`src/rtl/fifo_arb_pkg.sv`:
```
// Shared types and helpers for the round-robin fifo write arbiter.
// Optional stall counter is enabled with FIFO_ARB_STALL_CNT_EN.
package fifo_arb_pkg;

    typedef enum logic [1:0] {
        ST_EMPTY = 2'd0,
        ST_HOLD  = 2'd1,
        ST_STALL = 2'd2
    } arb_state_t;

    localparam int STALL_CNT_W = 16;

    // Reference round-robin pick: first set bit at or after ptr, wrapping at n.
    // Returns -1 when no request is set.
    function automatic int rr_pick(input logic [31:0] req, input int ptr, input int n);
        int win;
        win = -1;
        for (int s = 0; s < 32; s++) begin
            if (s < n && win < 0 && req[(ptr + s) % n]) begin
                win = (ptr + s) % n;
            end
        end
        return win;
    endfunction

endpackage

```
`src/rtl/rr_priority_pick.sv`:
```
// Combinational round-robin selector: rotate requests by ptr, find the
// lowest set bit, then map the offset back to an absolute requester index.
module rr_priority_pick #(
    parameter  int NUM_REQ = 4,
    localparam int ID_W    = $clog2(NUM_REQ)
) (
    input  logic [NUM_REQ-1:0] req,
    input  logic [ID_W-1:0]    ptr,
    output logic               any,
    output logic [ID_W-1:0]    winner
);

    logic [2*NUM_REQ-1:0] doubled;
    logic [NUM_REQ-1:0]   rotated;
    logic [ID_W-1:0]      offset;
    logic [ID_W:0]        sum;

    always_comb begin
        doubled = {req, req} >> ptr;
        rotated = doubled[NUM_REQ-1:0];
        offset  = '0;
        // Scan downward so the lowest set bit is the one left in offset.
        for (int i = NUM_REQ - 1; i >= 0; i--) begin
            if (rotated[i]) begin
                offset = ID_W'(i);
            end
        end
        sum = {1'b0, ptr} + {1'b0, offset};
        if (sum >= (ID_W + 1)'(NUM_REQ)) begin
            sum = sum - (ID_W + 1)'(NUM_REQ);
        end
        winner = sum[ID_W-1:0];
    end

    assign any = |req;

endmodule

```
`src/rtl/fifo_wr_arbiter.sv`:
```
// Round-robin arbiter sharing one fifo write port, with a one-entry output stage.
// Define FIFO_ARB_STALL_CNT_EN to add the saturating stall-cycle counter o_stall_cnt.
module fifo_wr_arbiter
    import fifo_arb_pkg::*;
#(
    parameter  int NUM_REQ   = 4,
    parameter  int SIZE_DATA = 8,
    localparam int ID_W      = $clog2(NUM_REQ)
) (
    input  logic                         i_clk,
    input  logic                         i_rst,
    input  logic [NUM_REQ-1:0]           i_req,
    input  logic [NUM_REQ*SIZE_DATA-1:0] i_req_data,
    output logic [NUM_REQ-1:0]           o_ack,
    input  logic                         i_fifo_full,
    output logic                         o_fifo_wr_en,
    output logic [ID_W+SIZE_DATA-1:0]    o_fifo_data,
    output logic                         o_busy,
`ifdef FIFO_ARB_STALL_CNT_EN
    output logic [STALL_CNT_W-1:0]       o_stall_cnt,
`endif
    output arb_state_t                   o_state
);

    arb_state_t                  state_q, state_d;
    logic [ID_W-1:0]             ptr_q, ptr_d;
    logic [ID_W+SIZE_DATA-1:0]   stage_q, stage_d;
    logic [ID_W-1:0]             winner;
    logic                        any_req;
    logic                        can_load;
    logic                        capture;

    rr_priority_pick #(
        .NUM_REQ (NUM_REQ)
    ) u_pick (
        .req    (i_req),
        .ptr    (ptr_q),
        .any    (any_req),
        .winner (winner)
    );

    always_ff @(posedge i_clk or posedge i_rst) begin
        if (i_rst) begin
            state_q <= ST_EMPTY;
            ptr_q   <= '0;
            stage_q <= '0;
        end else begin
            state_q <= state_d;
            ptr_q   <= ptr_d;
            stage_q <= stage_d;
        end
    end

    // Handshake: o_ack[k] high means requester k's word is taken at the next
    // rising edge; a requester holds i_req and its data stable until then.
    always_comb begin
        state_d      = state_q;
        ptr_d        = ptr_q;
        stage_d      = stage_q;
        o_ack        = '0;
        o_fifo_wr_en = (state_q != ST_EMPTY) && !i_fifo_full && !i_rst;
        can_load     = (state_q == ST_EMPTY) || o_fifo_wr_en;
        capture      = can_load && any_req && !i_rst;
        if (capture) begin
            o_ack[winner] = 1'b1;
            stage_d       = {winner, i_req_data[winner*SIZE_DATA +: SIZE_DATA]};
            ptr_d         = (winner == ID_W'(NUM_REQ - 1)) ? '0 : winner + ID_W'(1);
            state_d       = ST_HOLD;
        end else if (o_fifo_wr_en) begin
            state_d = ST_EMPTY;
        end else if (state_q != ST_EMPTY) begin
            // Word was refused by a full fifo and is carried into the next cycle.
            state_d = ST_STALL;
        end
    end

    assign o_busy      = (state_q != ST_EMPTY);
    assign o_fifo_data = stage_q;
    assign o_state     = state_q;

`ifdef FIFO_ARB_STALL_CNT_EN
    logic [STALL_CNT_W-1:0] stall_cnt_q;

    always_ff @(posedge i_clk or posedge i_rst) begin
        if (i_rst) begin
            stall_cnt_q <= '0;
        end else if (o_busy && i_fifo_full && (stall_cnt_q != '1)) begin
            stall_cnt_q <= stall_cnt_q + 1'b1;
        end
    end

    assign o_stall_cnt = stall_cnt_q;
`endif

endmodule
```
`config.mk`:
```
export PLATFORM = sky130hd
export DESIGN_NAME = fifo_wr_arbiter
export DESIGN_NICKNAME = d
export VERILOG_FILES = /design/src/rtl/fifo_arb_pkg.sv /design/src/rtl/rr_priority_pick.sv /design/src/rtl/fifo_wr_arbiter.sv
export SDC_FILE = /design/constraint.sdc
export NUM_CORES = 1
export LEC_CHECK = 0
export CAP_MARGIN = 20
export CELL_PAD_IN_SITES_DETAIL_PLACEMENT = 0
export CELL_PAD_IN_SITES_GLOBAL_PLACEMENT = 1
export CORE_MARGIN = 10
export CORE_UTILIZATION = 30
export DETAILED_ROUTE_END_ITERATION = 16
export GPL_ROUTABILITY_DRIVEN = 0
export PLACE_DENSITY_LB_ADDON = 0.1
export SETUP_SLACK_MARGIN = 0.2
export SLEW_MARGIN = 30
export SYNTH_ARGS = -nofsm -noshare
export SYNTH_HDL_FRONTEND = slang
export SYNTH_HIERARCHICAL = 1
export SYNTH_SLANG_ARGS = --single-unit
```
`constraint.sdc`:
```
create_clock -name i_clk -period 4.7 [get_ports i_clk]
set_clock_uncertainty 0.1 [all_clocks]
set_input_delay 0.47 -clock i_clk [delete_from_list [all_inputs] [get_ports i_clk]]
set_output_delay 0.47 -clock i_clk [all_outputs]
set_load 0.005 [all_outputs]
```
After elaboration in Yosys (flattened, before gate mapping)
Cells that the tools add are included.

Shift-type cells: 2. Mux-type cells: 12. Add/sub/neg operators: 3. Magnitude comparators: 3. Eq/ne operators: 1. Reductions and logical operators: 12.

Operators by type and width (count): variable part select 32 x 6 -> 8 bit (1); two-way mux 2 bit (9); right shift 8 x 2 -> 4 bit (1); logical AND 1 bit (5); two-way mux 4 bit (1); OR reduction 4 bit (1); adder 2 x 2 -> 3 bit (1); greater-or-equal comparator 3 bit (second input constant) (1); less-than comparator 2 x 3 -> 1 bit (second input constant) (1); nonzero test 3 bit (1); adder 2 x 1 -> 2 bit (second input constant) (1); demux 1 bit (select 2 bit) (1); equality test 2 bit (second input constant) (1); greater-or-equal comparator 2 x 1 -> 1 bit (second input constant) (1); zero test 1 bit (2); zero test 2 bit (1); nonzero test 2 bit (1); subtractor 2 x 1 -> 2 bit (second input constant) (1); logical OR 1 bit (1); two-way mux 1 bit (1).

Bits in registers: 14. Logic and storage cells: 36. Bits of input ports: 39.

Longest topological paths before layout
Depth in word-level cells: 13. Mapped depth: 12.

Hierarchy
Netlist, hierarchy kept.

By module, submodules not included: fifo_wr_arbiter (area each 859.6 µm², cells an instance 55, instances 1); rr_priority_pick (area each 178.9 µm², cells an instance 27, instances 1).

Least setup slack after synthesis
No wires, ideal clock.

Kind: register -> output. Start point: register ptr_q[0]. End point: output o_ack[1]. Path slack: 1.916 ns. Cell stages (with the launch flop): 13. Arrival: 2.214 ns. Cell sequence: dfrtp_1 -> buf_4 -> nand2_1 -> nor2_1 -> o21ai_0 -> o211ai_1 -> ha_1 -> xor2_1 -> xnor2_1 -> clkbuf_1 -> inv_1 -> ha_1 -> and2_1.

Longest elaborated chain between the ends: 13. Elaborated cells between the ends (all ways): 15. Classes of those cells: add/sub (2); order compare (3); shift (1); mux (8); reduce/logical (1).

Ends and longest elaborated chain: start: declaration (line fifo_wr_arbiter.sv:26) `logic [ID_W-1:0] ptr_q, ptr_d;`; start signal: assignment (line fifo_wr_arbiter.sv:49) `ptr_q <= ptr_d;`; right shift 8 x 2 -> 4 bit (line rr_priority_pick.sv:19) `doubled = {req, req} >> ptr;`; two-way mux 2 bit (4 in a row) (line rr_priority_pick.sv:24) `if (rotated[i]) begin`; adder 2 x 2 -> 3 bit (*) (line rr_priority_pick.sv:28) `sum = {1'b0, ptr} + {1'b0, offset};`; greater-or-equal comparator 3 bit / subtractor 2 x 1 -> 2 bit (equally long branches) (line rr_priority_pick.sv:29, rr_priority_pick.sv:30); two-way mux 2 bit (*) (line rr_priority_pick.sv:29) `if (sum >= (ID_W + 1)'(NUM_REQ)) begin`; named net winner[1] (line fifo_wr_arbiter.sv:28) `logic [ID_W-1:0] winner;`; less-than comparator 2 x 3 -> 1 bit (implied by the code) / greater-or-equal comparator 2 x 1 -> 1 bit (equally long branches) (line fifo_wr_arbiter.sv:65) `o_ack[winner] = 1'b1;`; logical AND 1 bit (implied by the code) (line fifo_wr_arbiter.sv:65); two-way mux 1 bit (implied by the code) (line fifo_wr_arbiter.sv:65); demux 1 bit (select 2 bit) (*) (line fifo_wr_arbiter.sv:65); two-way mux 4 bit (*) (line fifo_wr_arbiter.sv:64) `if (capture) begin`; end: declaration (line fifo_wr_arbiter.sv:14) `output logic [NUM_REQ-1:0] o_ack,`.

Mark *: on every way through the listed nets, which the timed path passes. The rest lies on a longest branch.

Final worst setup path
Start point: input i_req[2]. End point: output o_ack[0].

Longest elaborated chain between the ends: 13. Elaborated cells between the ends (all ways): 18. Classes of those cells: add/sub (2); order compare (3); shift (1); mux (8); reduce/logical (4).

Ends and longest elaborated chain: start: declaration (line fifo_wr_arbiter.sv:12) `input logic [NUM_REQ-1:0] i_req,`; right shift 8 x 2 -> 4 bit (*) (line rr_priority_pick.sv:19); two-way mux 2 bit (3 in a row) (line rr_priority_pick.sv:24); two-way mux 2 bit (*) (line rr_priority_pick.sv:24); adder 2 x 2 -> 3 bit (*) (line rr_priority_pick.sv:28); greater-or-equal comparator 3 bit / subtractor 2 x 1 -> 2 bit (equally long branches) (line rr_priority_pick.sv:29, rr_priority_pick.sv:30); two-way mux 2 bit (*) (line rr_priority_pick.sv:29); named net winner[1] (line fifo_wr_arbiter.sv:28); less-than comparator 2 x 3 -> 1 bit (implied by the code) / greater-or-equal comparator 2 x 1 -> 1 bit (equally long branches) (line fifo_wr_arbiter.sv:65); logical AND 1 bit (implied by the code) (line fifo_wr_arbiter.sv:65); two-way mux 1 bit (implied by the code) (line fifo_wr_arbiter.sv:65); demux 1 bit (select 2 bit) (*) (line fifo_wr_arbiter.sv:65); two-way mux 4 bit (*) (line fifo_wr_arbiter.sv:64).

Marks and branches as above.

==> summary.txt <==
Run status
  • Status: completed

GRT
  • Number of global-route vias before repair: 958
  • Global-route usage over all layers: 0.0909
  • Sum of overflow across all layers after global routing: 0
  • Antenna violations before repair: 0
  • Maximum number of pins on one net before global-route repair: 18
  • Wire length of the first global-routing pass: 4690 um

Drt
  • Via density: 4.68
  • Number of nets with antenna violations after routing: 0
  • Total routed wirelength: 2760 um
  • Drc violations: 0
  • Number of detailed-route iterations in the first pass: 4
  • Number of design-rule violations left by the first detailed-router iteration: 25
  • Routed via count: 866
  • Routed length per instance: 14.9 um

Clock tree
  • Maximum buffer depth of the clock tree: 2
  • Insertion delay to the later sink of the worst-skew pair: 0.27 ns
  • Number of buffers added for setup after CTS: 0
  • Cts repair resizes: 0
  • Clock tree from TritonCTS: done
  • TritonCTS Buffers: 3
  • CTS root buffer: sky130_fd_sc_hd__clkbuf_4
  • Clock sink total: 14
  • Hold-fix buffers, CTS: 0
  • Post-CTS clock slew at the launch and capture registers of the worst setup and hold paths: 0.08 ns
  • H-tree levels: 1

Yosys
  • Post-synthesis instance total: 82
  • Share of synthesized registers carrying an async set or reset: 1.00
  • Library cells used by synthesis: 32
  • Post-synth EDFFs: 0
  • Post-synthesis instance area: 1040 um2
  • Portion of synthesized cell area occupied by the leading cell type: 0.337
  • Cell with the most instances after synthesis: sky130_fd_sc_hd__dfrtp_1
  • Post-synth top area cell: sky130_fd_sc_hd__dfrtp_1
  • Share of synthesized area occupied by flip-flops and latches: 0.337
  • Synthesized netlist net count: 126
  • Ranking of synthesized cells by instance count: sky130_fd_sc_hd__dfrtp_1, sky130_fd_sc_hd__mux2_4, sky130_fd_sc_hd__mux4_2
  • Average cell area after synthesis: 12.7 um2
  • Flop and latch count out of synthesis: 14
  • Leading post-synthesis cells by cell area: sky130_fd_sc_hd__dfrtp_1, sky130_fd_sc_hd__mux4_2, sky130_fd_sc_hd__mux2_4
  • Dominant synthesized flop cell: sky130_fd_sc_hd__dfrtp_1
  • Yosys warning count: 6

Critical path
  • CP Data Arrival Time: 3.45 ns
  • Crit path cell chain: clkdlybuf4s50_1, nor2_1, nor3_1, a21oi_1, o211ai_1, ha_1, xor2_1, xnor2_1, inv_1, ha_1, and2_1, clkdlybuf4s50_1
  • Crit Path Class: input pin to output pin
  • Critical Path Start Type: input pin
  • Maximum cell stage delay along the critical path: 0.67 ns
  • Worst EP required: 4.13 ns
  • Cell with the largest stage delay on the worst path: sky130_fd_sc_hd__xnor2_1
  • Worst Path Max Fanout: 8
  • Depth of the most critical reg-to-reg path: 10
  • Critical Path End Type: output pin

Place
  • Number of input and output port buffers inserted: 56
  • Dpl ws: 0.645 ns
  • DP HPWL: 2310 um

Final layout
  • Number of nets at the end of the flow: 185
  • Share of cells above drive strength 1: 0.194
  • Signed area change from the synthesized netlist to the final layout: 59.9%
  • Antenna Cells: 0

Power and ir drop
  • Leakage dissipation: 0.674 nW
  • Worst-case vdd ir drop: 0.240 mV
  • Cell Pwr Density: 575 nW/um2

STA
  • Setup slack of the critical path after layout: 0.683 ns
  • Final Max Slew Viols: 0
  • Normalized max-slew margin: 0.454
  • Accumulated negative setup slack: 0 ns
  • Final min period: 4.02 ns
  • Endpoints failing hold: 0
  • Total of endpoints with negative setup slack in the final report: 0
  • Worst hold slack after final layout: 0.418 ns
  • Slew @ Worst Pin: 0.813 ns
  • Share of the clock period used by the worst path: 0.855
  • Max frequency: 249 MHz
  • Setup repair after global routing missed its margin: no

Die
  • IO Count: 57
  • Core footprint: 3340 um2
  • Die Area: 6210 um2
  • Effective utilization at floorplan: 0.311
  • Die height: 78.8 um
  • Standard-cell rows: 21
  • Die X: 78.8 um

Worst hold path
  • Hold path depth: 1
  • Class of the tightest hold or removal check: flip-flop to flip-flop

Flow run
  • Max-cap violations: 0
-- state kept, by name (all words and copies together) (netlist names) --
name and flops:
o_state 2, o_fifo_data 10, ptr_q 2
-- per-stage QoR --
stage | power [mW] | cells | instance area, um2 | util
floorplan | 0.668 | 82 | 1040 | -
global placement | 0.902 | 182 | 1640 | 0.491
detailed placement | 0.904 | 182 | 1640 | 0.491
CTS | 0.974 | 185 | 1660 | 0.498
global route | 1.04 | 185 | 1660 | 0.498
finish | 0.955 | 185 | 1660 | 0.498
-- report_power, final --
group / internal (mW) / total [mW] / leakage, nW / switching (mW)
Combinational: 0.426 / 0.662 / 0.495 / 0.236
Sequential: 0.178 / 0.227 / 0.166 / 0.0491
Clock: 0.0296 / 0.0652 / 0.0138 / 0.0356
Total: 0.634 / 0.955 / 0.674 / 0.321
-- logic make-up (layout without fill, tap and decap cells) --
kind of cell,Yosys count,in the layout,synth area share
flip-flops,14,14,0.337
AO/OA/AOI/OAI,9,9,0.0614
adder cells (fa/ha/maj),5,5,0.0602
AND/OR/NAND/NOR,22,22,0.120
XOR/XNOR,2,2,0.0169
multiplexers,21,21,0.349
buffers and inverters,9,66,0.0542
-- metal layers --
| metal | GRT usage | share of wire | vias to the layer above |
|---|---|---|---|
| met2 | 0.152 | 0.47 | 34 |
| li1 | - | - | 419 |
| met3 | 0.0439 | 0.10 | 0 |
| met5 | 0 | 0 | - |
| met4 | 0.0161 | 0 | 0 |
| met1 | 0.104 | 0.43 | 413 |
-- placed cells by master, fill, tap and decap left out --
cell                              count
sky130_fd_sc_hd__buf_4                3
sky130_fd_sc_hd__nor4_1               1
sky130_fd_sc_hd__nor2_1               4
sky130_fd_sc_hd__inv_1                4
sky130_fd_sc_hd__nand2_1              2
sky130_fd_sc_hd__o21a_1               1
sky130_fd_sc_hd__mux4_2               7
sky130_fd_sc_hd__ha_1                 5
sky130_fd_sc_hd__and3_1               1
sky130_fd_sc_hd__or3_1                1
sky130_fd_sc_hd__mux4_1               1
sky130_fd_sc_hd__o21ai_0              1
sky130_fd_sc_hd__nor3_1               2
sky130_fd_sc_hd__xnor2_1              1
sky130_fd_sc_hd__mux2_2               3
sky130_fd_sc_hd__o211ai_1             1
sky130_fd_sc_hd__o21ai_1              1
sky130_fd_sc_hd__or2_2                1
sky130_fd_sc_hd__mux2_4               9
sky130_fd_sc_hd__nand2b_1             2
sky130_fd_sc_hd__a31oi_1              1
sky130_fd_sc_hd__a2111oi_2            1
sky130_fd_sc_hd__dfrtp_1             14
sky130_fd_sc_hd__clkdlybuf4s50_1     56
sky130_fd_sc_hd__a21oi_1              2
sky130_fd_sc_hd__a211oi_1             1
sky130_fd_sc_hd__mux2i_1              1
sky130_fd_sc_hd__and2_1               4
sky130_fd_sc_hd__clkbuf_4             3
sky130_fd_sc_hd__nand3b_1             1
sky130_fd_sc_hd__nor3b_1              3
sky130_fd_sc_hd__xor2_1               1
-- layout make-up --
type | count | area (um2)
sequential | 14 | 350
fill | 330 | 1680
clock buffer | 3 | 22.5
multi-input combinational | 59 | 632
timing repair buffer | 59 | 583
inverter | 4 | 15.0
tap | 46 | 57.6
-- final timing paths --
kind / start / to / slack [ns]
hold reg to reg: o_fifo_data[9] / o_fifo_data[9] / 0.42
setup reg to reg: ptr_q[0] / o_fifo_data[4] / 1.63
hold / removal: o_fifo_data[9] / o_fifo_data[9] / 0.42
max in group asynchronous: i_rst / o_fifo_data[4] / 3.65
min in group asynchronous: i_rst / o_state[1] / 0.50
setup / recovery: i_req[2] / o_ack[0] / 0.68
-- worst max-delay path, delay by kind of cell --
kind	cells	cell delay [ns]
AO/OA/AOI/OAI	2	0.24
buffers and inverters	3	1.13
adder cells (fa/ha/maj)	2	0.42
XOR/XNOR	2	0.82
AND/OR/NAND/NOR	3	0.37
No activity file was read; power rests on OpenSTA's default activity.
